$ cat config.mk
export PLATFORM = sky130hd
export DESIGN_NAME = mem_access_unit
export DESIGN_NICKNAME = d
export VERILOG_FILES = /design/src/rtl/mips_pkg.sv /design/src/rtl/writeback_reg.sv /design/src/rtl/mem_access_unit.sv
export SDC_FILE = /design/constraint.sdc
export NUM_CORES = 1
export LEC_CHECK = 0
export CAP_MARGIN = 20
export CORE_ASPECT_RATIO = 1.4
export CORE_UTILIZATION = 45
export DETAILED_ROUTE_END_ITERATION = 8
export HOLD_SLACK_MARGIN = 0.05
export PLACE_DENSITY = 0.85
export SLEW_MARGIN = 15
export SYNTH_ARGS = -nofsm -noshare
export SYNTH_HDL_FRONTEND = slang
export SYNTH_HIERARCHICAL = 1
export SYNTH_SLANG_ARGS = --single-unit
$ cat constraint.sdc
create_clock -name clk -period 3.6 [get_ports clk]
set_clock_uncertainty 0.05 [all_clocks]
set_input_delay 0.72 -clock clk [delete_from_list [all_inputs] [get_ports clk]]
set_output_delay 0.72 -clock clk [all_outputs]
set_load 0.02 [all_outputs]
$ cat src/rtl/mips_pkg.sv
// rtl/mips_pkg.sv - shared types and constants for the memory stage
package mips_pkg;

    typedef enum logic {
        IDLE = 1'b0,
        BUSY = 1'b1
    } state_t;

    localparam int DEFAULT_TIMEOUT = 255;
    localparam int REG_IDX_W       = 5;

endpackage

$ cat src/rtl/writeback_reg.sv
// rtl/writeback_reg.sv - MEM/WB pipeline register with bubble/load select
module writeback_reg
    import mips_pkg::*;
#(
    parameter int DATA_W = 32
) (
    input  logic                 clk,
    input  logic                 rst,
    input  logic                 load,
    input  logic                 d_regwrite,
    input  logic                 d_memtoreg,
    input  logic [DATA_W-1:0]    d_readdata,
    input  logic [DATA_W-1:0]    d_aluout,
    input  logic [REG_IDX_W-1:0] d_writereg,
    input  logic                 d_misalign,
    input  logic                 d_buserr,
    output logic                 q_regwrite,
    output logic                 q_memtoreg,
    output logic [DATA_W-1:0]    q_readdata,
    output logic [DATA_W-1:0]    q_aluout,
    output logic [REG_IDX_W-1:0] q_writereg,
    output logic                 q_misalign,
    output logic                 q_buserr
);

    // Capture the presented instruction when load=1, otherwise insert an all-zero bubble.
    always_ff @(posedge clk or negedge rst) begin
        if (!rst) begin
            q_regwrite <= 1'b0;
            q_memtoreg <= 1'b0;
            q_readdata <= '0;
            q_aluout   <= '0;
            q_writereg <= '0;
            q_misalign <= 1'b0;
            q_buserr   <= 1'b0;
        end else if (load) begin
            q_regwrite <= d_regwrite;
            q_memtoreg <= d_memtoreg;
            q_readdata <= d_readdata;
            q_aluout   <= d_aluout;
            q_writereg <= d_writereg;
            q_misalign <= d_misalign;
            q_buserr   <= d_buserr;
        end else begin
            q_regwrite <= 1'b0;
            q_memtoreg <= 1'b0;
            q_readdata <= '0;
            q_aluout   <= '0;
            q_writereg <= '0;
            q_misalign <= 1'b0;
            q_buserr   <= 1'b0;
        end
    end

endmodule

$ cat src/rtl/mem_access_unit.sv
// rtl/mem_access_unit.sv - memory stage: bus req/ack sequencing, stall and MEM/WB update
module mem_access_unit
    import mips_pkg::*;
#(
    parameter int DATA_W  = 32,
    parameter int TIMEOUT = DEFAULT_TIMEOUT
) (
    input  logic                 clk,
    input  logic                 rst,
    input  logic                 RegWriteM,
    input  logic                 MemtoRegM,
    input  logic                 MemWriteM,
    input  logic [DATA_W-1:0]    AluOutM,
    input  logic [DATA_W-1:0]    WriteDataM,
    input  logic [REG_IDX_W-1:0] WriteRegM,
    output logic                 StallM,
    output logic                 mem_req,
    output logic                 mem_we,
    output logic [DATA_W-1:0]    mem_addr,
    output logic [DATA_W-1:0]    mem_wdata,
    input  logic                 mem_ack,
    input  logic [DATA_W-1:0]    mem_rdata,
    output logic                 RegWriteW,
    output logic                 MemtoRegW,
    output logic [DATA_W-1:0]    ReadDataW,
    output logic [DATA_W-1:0]    AluOutW,
    output logic [REG_IDX_W-1:0] WriteRegW,
    output logic                 MisalignW,
    output logic                 BusErrW
);

    // Last BUSY cycle index before the access is abandoned as a bus error.
    localparam logic [7:0] LAST_CNT = 8'(TIMEOUT - 1);

    state_t              state, state_n;
    logic [7:0]          cnt, cnt_n;
    logic                req_n, we_n;
    logic [DATA_W-1:0]   addr_n, wdata_n;

    logic                access, aligned;
    logic                wb_load;
    logic                wb_regwrite, wb_memtoreg, wb_misalign, wb_buserr;
    logic [DATA_W-1:0]   wb_readdata;

    assign access  = MemtoRegM | MemWriteM;
    assign aligned = (AluOutM[1:0] == 2'b00);

    // State, timeout counter and bus-side registers; reset abandons any outstanding access.
    always_ff @(posedge clk or negedge rst) begin
        if (!rst) begin
            state     <= IDLE;
            cnt       <= '0;
            mem_req   <= 1'b0;
            mem_we    <= 1'b0;
            mem_addr  <= '0;
            mem_wdata <= '0;
        end else begin
            state     <= state_n;
            cnt       <= cnt_n;
            mem_req   <= req_n;
            mem_we    <= we_n;
            mem_addr  <= addr_n;
            mem_wdata <= wdata_n;
        end
    end

    // Next-state, stall and MEM/WB data selection; a store wins when load and store are both set.
    always_comb begin
        state_n     = state;
        cnt_n       = cnt;
        req_n       = mem_req;
        we_n        = mem_we;
        addr_n      = mem_addr;
        wdata_n     = mem_wdata;
        StallM      = 1'b0;
        wb_load     = 1'b0;
        wb_regwrite = RegWriteM;
        wb_memtoreg = MemtoRegM;
        wb_readdata = '0;
        wb_misalign = 1'b0;
        wb_buserr   = 1'b0;
        case (state)
            IDLE: begin
                if (!access) begin
                    wb_load = 1'b1;
                end else if (!aligned) begin
                    wb_load     = 1'b1;
                    wb_regwrite = 1'b0;
                    wb_misalign = 1'b1;
                end else begin
                    StallM  = 1'b1;
                    state_n = BUSY;
                    req_n   = 1'b1;
                    we_n    = MemWriteM;
                    addr_n  = AluOutM;
                    wdata_n = WriteDataM;
                    cnt_n   = '0;
                end
            end
            BUSY: begin
                if (mem_ack) begin
                    state_n     = IDLE;
                    req_n       = 1'b0;
                    wb_load     = 1'b1;
                    wb_readdata = mem_we ? '0 : mem_rdata;
                end else if (cnt == LAST_CNT) begin
                    state_n     = IDLE;
                    req_n       = 1'b0;
                    wb_load     = 1'b1;
                    wb_regwrite = 1'b0;
                    wb_buserr   = 1'b1;
                end else begin
                    StallM = 1'b1;
                    cnt_n  = cnt + 8'd1;
                end
            end
            default: state_n = IDLE;
        endcase
    end

    writeback_reg #(.DATA_W(DATA_W)) u_wb (
        .clk        (clk),
        .rst        (rst),
        .load       (wb_load),
        .d_regwrite (wb_regwrite),
        .d_memtoreg (wb_memtoreg),
        .d_readdata (wb_readdata),
        .d_aluout   (AluOutM),
        .d_writereg (WriteRegM),
        .d_misalign (wb_misalign),
        .d_buserr   (wb_buserr),
        .q_regwrite (RegWriteW),
        .q_memtoreg (MemtoRegW),
        .q_readdata (ReadDataW),
        .q_aluout   (AluOutW),
        .q_writereg (WriteRegW),
        .q_misalign (MisalignW),
        .q_buserr   (BusErrW)
    );

endmodule
==> key figures, run 1 <==
Outcome
  • Outcome: complete, no violations

Worst setup path
  • Critical Path Source Type: input pin
  • Worst Setup End Kind: primary output
  • Slowest cell on the critical path: clkdlybuf4s50_1
  • CP Buf/Inv Count: 2
  • Critical Path AT: 2.60 ns
  • CP peak stage delay: 0.65 ns
  • Most frequent CP cell: clkdlybuf4s50_1
  • Critical path class: in -> out
  • Critical path fanouts, max: 4
  • R2r setup slk: 1.49 ns
  • Delay-heaviest family, CP: buffers and inverters
  • CP required: 2.83 ns
  • Critical path cell sequence: clkdlybuf4s50_1 > o21bai_4 > or3_4 > a22oi_4 > clkdlybuf4s50_1

Synthesis
  • EDFF count, synth: 0
  • Top area cells in the synthesized netlist: dfrtp_1 (66%), mux2_2 (12%), and2_2 (9.8%)
  • Yosys cell types: 36
  • Synthesized area: 5610 um2
  • Post-synth ARST share: 1.00
  • Register area share after synthesis: 0.660
  • Most frequent cell after synthesis: dfrtp_1
  • Synth top area share: 0.660
  • Synthesized Nets: 495
  • #FFs+latches synth: 148
  • Leading area contributor after synthesis: dfrtp_1
  • Syn Inst Count: 386
  • Post-synth top flop: dfrtp_1
  • Syn_area_per_cell: 14.5 um2
  • Synth cell count leaders: dfrtp_1 (148), and2_2 (73), mux2_2 (58)
  • Synth warnings: 6

Clocking
  • # clock sinks: 148
  • Longest Clk Path Bufs: 2
  • Post-CTS Hold Fix Bufs: 0
  • Clock slew at reported path FFs: 0.06 ns
  • Worst-Skew Late Latency: 0.41 ns
  • Resized cells post-CTS: 0
  • Root buffer cell: clkbuf_16
  • CTS tree: built
  • H-tree depth: 4
  • Inserted Clock Buffers: 17
  • Post CTS Setup Buffer Count: 0

Die
  • Die area: 12900 um2
  • Site Rows: 47
  • Starting utilization of the core area: 0.468
  • Width of the die: 96.4 um
  • # IOs: 247
  • Die Height: 134 um
  • Core ar.: 12000 um2

Final layout
  • Final #Nets: 748
  • Post-route cell area: 8870 um2
  • Area Growth Syn to Fin: 58.1%
  • Layout cell share with drive strength beyond 1: 0.269
  • Number of antenna cells inserted: 0

Placed design
  • Final GP Congestion: 0.769
  • DP HPWL: 10500 um
  • Post-place instance area: 8240 um2
  • I/O Buffers: 246

Route
  • Wire length per cell: 18.3 um
  • Post-Route WL: 14600 um
  • Iteration count of the initial detailed-routing pass: 4
  • Overall via count from detail_route: 3949
  • Initial DRC count: 154
  • DRC: 0
  • DRT antenna net count: 0
  • Vias/cell: 4.95

Timing
  • Slew Limit Fails: 0
  • WHS: 0.289 ns
  • Setup TNS: 0 ns
  • Final min period: 3.37 ns
  • Final Hold Fails: 0
  • Worst rel slew slack: 0.371
  • Fmax: 296 MHz
  • Period Utilization, post-route: 0.937
  • Worst Tran Pin Value: 0.942 ns
  • RSZ-0062 raised after global routing: no
  • Setup violators final: 0

Global route
  • Initial antenna violation count: 0
  • Global-route wire length before repair: 22400 um
  • Number of global-route vias before repair: 4228
  • Grt ovf: 0
  • Total Routing Usage GR: 0.235
  • Pin count of the biggest net entering global routing: 88

Pwr
  • PwrDens: 583 nW/um2
  • Leakage: 3.88 nW
  • Final Total Pwr: 0.00517 W
  • VDD IR max: 285 uV

Hold path
  • Type of the worst min-delay path: in -> async

Run
  • Maxcap violations: 0
logic make-up (layout without fill, tap and decap cells):
logic type	after synthesis	after routing	share of synthesized area
flip-flops	148	148	0.660
AND/OR/NAND/NOR	135	135	0.165
multiplexers	64	64	0.128
AO/OA/AOI/OAI	18	18	0.0261
buffers and inverters	18	283	0.0154
adder cells (fa/ha/maj)	2	2	0.00446
XOR/XNOR	1	1	0.00156
where the power goes:
group,leakage (nW),switching [W],internal [W]
combinational,1.73,0.000594,0.000679
clock,0.303,0.000671,0.00120
sequential,1.85,0.000130,0.00190
state kept, by name (all words and copies together), names as in the netlist:
register / cells
u_wb/q_writereg: 5
u_wb/q_readdata: 32
mem_addr: 32
u_wb/q_aluout: 32
state: 1
mem_wdata: 32
mem_req: 1
u_wb/q_memtoreg: 1
u_wb/q_regwrite: 1
u_wb/q_misalign: 1
mem_we: 1
u_wb/q_buserr: 1
cnt: 8
layout by cell type (no fill, tap or decap), drive strengths merged, types with 4 or more instances in the layout:
cell	n
nand2	6
dfrtp	148
buf	5
nor2	5
bufinv	4
clkinv	4
clkdlybuf4s50	245
o21ai	4
clkbuf	20
nor3	4
mux2	63
and2	107
path summary, 6_finish.rpt:
| check | from | endpoint | cells past startpoint |
|---|---|---|---|
| min in group clk | mem_wdata[26] | mem_wdata[26] | 1 |
| min | rst | u_wb/q_aluout[16] | 1 |
| max in group asynchronous | rst | u_wb/q_aluout[29] | 2 |
| min reg2reg | mem_wdata[26] | mem_wdata[26] | 1 |
| max reg2reg | cnt[0] | u_wb/q_aluout[27] | 7 |
| max | MemWriteM | StallM | 5 |
metal layers:
layer	vias up	wire, um	GRT usage
met5	-	0	0
met4	0	538	0.114
met3	35	1320	0.0822
met2	176	7850	0.414
met1	1960	4910	0.241
li1	1778	-	-
per-stage QoR:
| step | util | cells | setup slack (ns) |
|---|---|---|---|
| after floorplan | - | 386 | 1.40 |
| after global placement | 0.687 | 767 | 0.247 |
| after detailed placement | 0.687 | 767 | 0.236 |
| after CTS | 0.740 | 798 | 0.219 |
| after global routing | 0.740 | 798 | 0.143 |
| final | 0.740 | 798 | 0.225 |
final cells by class:
type                    instances  area [um2]
repair buffers                250        2520
clock inverters                11         175
fillers                       785        3120
inverters                       2        10.0
multi-input cells             220        1830
flip-flops and latches        148        3700
clock buffers                  20         457
well taps                     147         184
Power figures use the tool's default switching activity.
==> run 2: changes to the inputs <==
CORE_MARGIN = 4   (was not set)
==> key figures, run 2 (same netlist as run 1, synthesis figures left out) <==
Clocking
  • H-tree depth: 4
  • Root buffer cell: clkbuf_16
  • # clock sinks: 148
  • Longest Clk Path Bufs: 2
  • Post-CTS Hold Fix Bufs: 0
  • CTS tree: built
  • Resized cells post-CTS: 0
  • Worst-Skew Late Latency: 0.40 ns
  • Post CTS Setup Buffer Count: 0
  • Clock slew at reported path FFs: 0.06 ns
  • Inserted Clock Buffers: 17

Placed design
  • I/O Buffers: 246
  • Final GP Congestion: 0.779
  • DP HPWL: 10200 um

Worst setup path
  • Critical path class: in -> out
  • Worst Setup End Kind: primary output
  • Critical Path Source Type: input pin
  • Critical path fanouts, max: 4
  • Critical Path AT: 2.66 ns
  • CP required: 2.83 ns

Timing
  • Period Utilization, post-route: 0.953
  • Worst Tran Pin Value: 0.676 ns
  • Slew Limit Fails: 0
  • RSZ-0062 raised after global routing: no
  • Final Hold Fails: 0
  • Final min period: 3.43 ns
  • Setup violators final: 0
  • Setup TNS: 0 ns
  • Fmax: 291 MHz
  • Worst rel slew slack: 0.549

Global route
  • Grt ovf: 0
  • Pin count of the biggest net entering global routing: 80
  • Number of global-route vias before repair: 4123
  • Global-route wire length before repair: 21500 um
  • Total Routing Usage GR: 0.196
  • Initial antenna violation count: 0

Die
  • Site Rows: 48
  • Core ar.: 12300 um2
  • # IOs: 247
  • Width of the die: 102 um
  • Die area: 14400 um2
  • Die Height: 140 um
  • Starting utilization of the core area: 0.458

Final layout
  • Number of antenna cells inserted: 0
  • Area Growth Syn to Fin: 56.7%
  • Fill count: 847
  • Commonest non-fill, non-tap cells in the layout: clkdlybuf4s50_1 (245), dfrtp_1 (148), and2_2 (73)
  • Final #Nets: 750
  • Final Core Density: 0.718
  • Commonest non-fill, non-tap cell in the layout: clkdlybuf4s50_1
  • Layout cell share with drive strength beyond 1: 0.270

Pwr
  • PwrDens: 558 nW/um2
  • Leakage: 3.86 nW
  • Switch Pwr: 0.00136 W
  • Clock share of power: 0.330
  • P_int: 0.00354 W
  • Logic gate share of total power: 0.257
  • VDD IR max: 370 uV
  • Seq pwr share: 0.413
  • Switching portion of total power: 0.277

Outcome
  • Outcome: complete, no violations

Run
  • Maxcap violations: 0

Route
  • Iteration count of the initial detailed-routing pass: 4
  • DRT antenna net count: 0
  • Overall via count from detail_route: 3849
  • Post-Route WL: 13800 um
  • DRC: 0
  • Initial DRC count: 109
  • Vias/cell: 4.79
  • Wire length per cell: 17.2 um

Hold path
  • Type of the worst min-delay path: in -> async
## run 2: cell types whose count changed in the layout (fill, tap and decap cells not counted), sizes merged
| cell | change |
|---|---|
| buf | +2 |
| clkbuf | -1 |
| clkinv | +3 |
| bufinv | -3 |
| inv | +1 |
## run 2: path summary, 6_finish.rpt
kind,from,end,slack (ns),cells after the start
worst max register to register,state,cnt[5],1.45,5
worst min register to register,mem_addr[1],mem_addr[1],0.44,1
max in group asynchronous,rst,u_wb/q_aluout[1],2.36,2
worst max-delay path,MemWriteM,StallM,0.17,5
worst min-delay path,rst,u_wb/q_aluout[13],0.26,1
min in group clk,mem_addr[1],mem_addr[1],0.44,1
## run 2: cell type report
type                            instances  area (um2)  area share
Clock buffer                           19         443      0.0504
Sequential cell                       148        3700       0.421
Multi-Input combinational cell        220        1820       0.207
Tap cell                              150         188      0.0213
Timing Repair Buffer                  252        2520       0.287
Inverter                                2        10.0     0.00114
Clock inverter                         12         105      0.0120
## run 2: critical path, cell delays in order
cell	delay (ns)
clkdlybuf4s50_1	0.54
o21bai_4	0.11
or3_4	0.38
a22oi_4	0.24
clkdlybuf4s50_1	0.66
## run 2: layer usage
layer | wire length (um) | vias to the layer above | part of all wire | global-route usage
met5 | 0 | - | 0 | 0
met4 | 391 | 0 | 0.028 | 0.0836
met3 | 1360 | 24 | 0.098 | 0.0767
met2 | 7150 | 179 | 0.52 | 0.331
met1 | 4940 | 1866 | 0.36 | 0.216
li1 | - | 1780 | - | -
## run 2: stage by stage
step | instances | total power (W) | cell area (um2) | hold slack (ns) | worst slack (ns)
6_report | 803 | 0.00490 | 8790 | 0.262 | 0.167
5_1_grt | 803 | 0.00512 | 8790 | 0.308 | 0.119
4_1_cts | 803 | 0.00496 | 8790 | 0.289 | 0.160
3_5_place_dp | 772 | 0.00333 | 8250 | 0.426 | 0.164
3_3_place_gp | 772 | 0.00329 | 8250 | 0.420 | 0.201
2_1_floorplan | 386 | 0.00261 | 5610 | 0.374 | 1.40
## run 2: power by group through the flow
stage / Clock (W) / Sequential, W / Combinational, W
after floorplan: 0 / 0.00233 / 0.000285
after global placement: 0 / 0.00204 / 0.00125
after detailed placement: 0 / 0.00205 / 0.00128
after CTS: 0.00166 / 0.00203 / 0.00128
after global routing: 0.00173 / 0.00205 / 0.00134
final: 0.00162 / 0.00202 / 0.00126
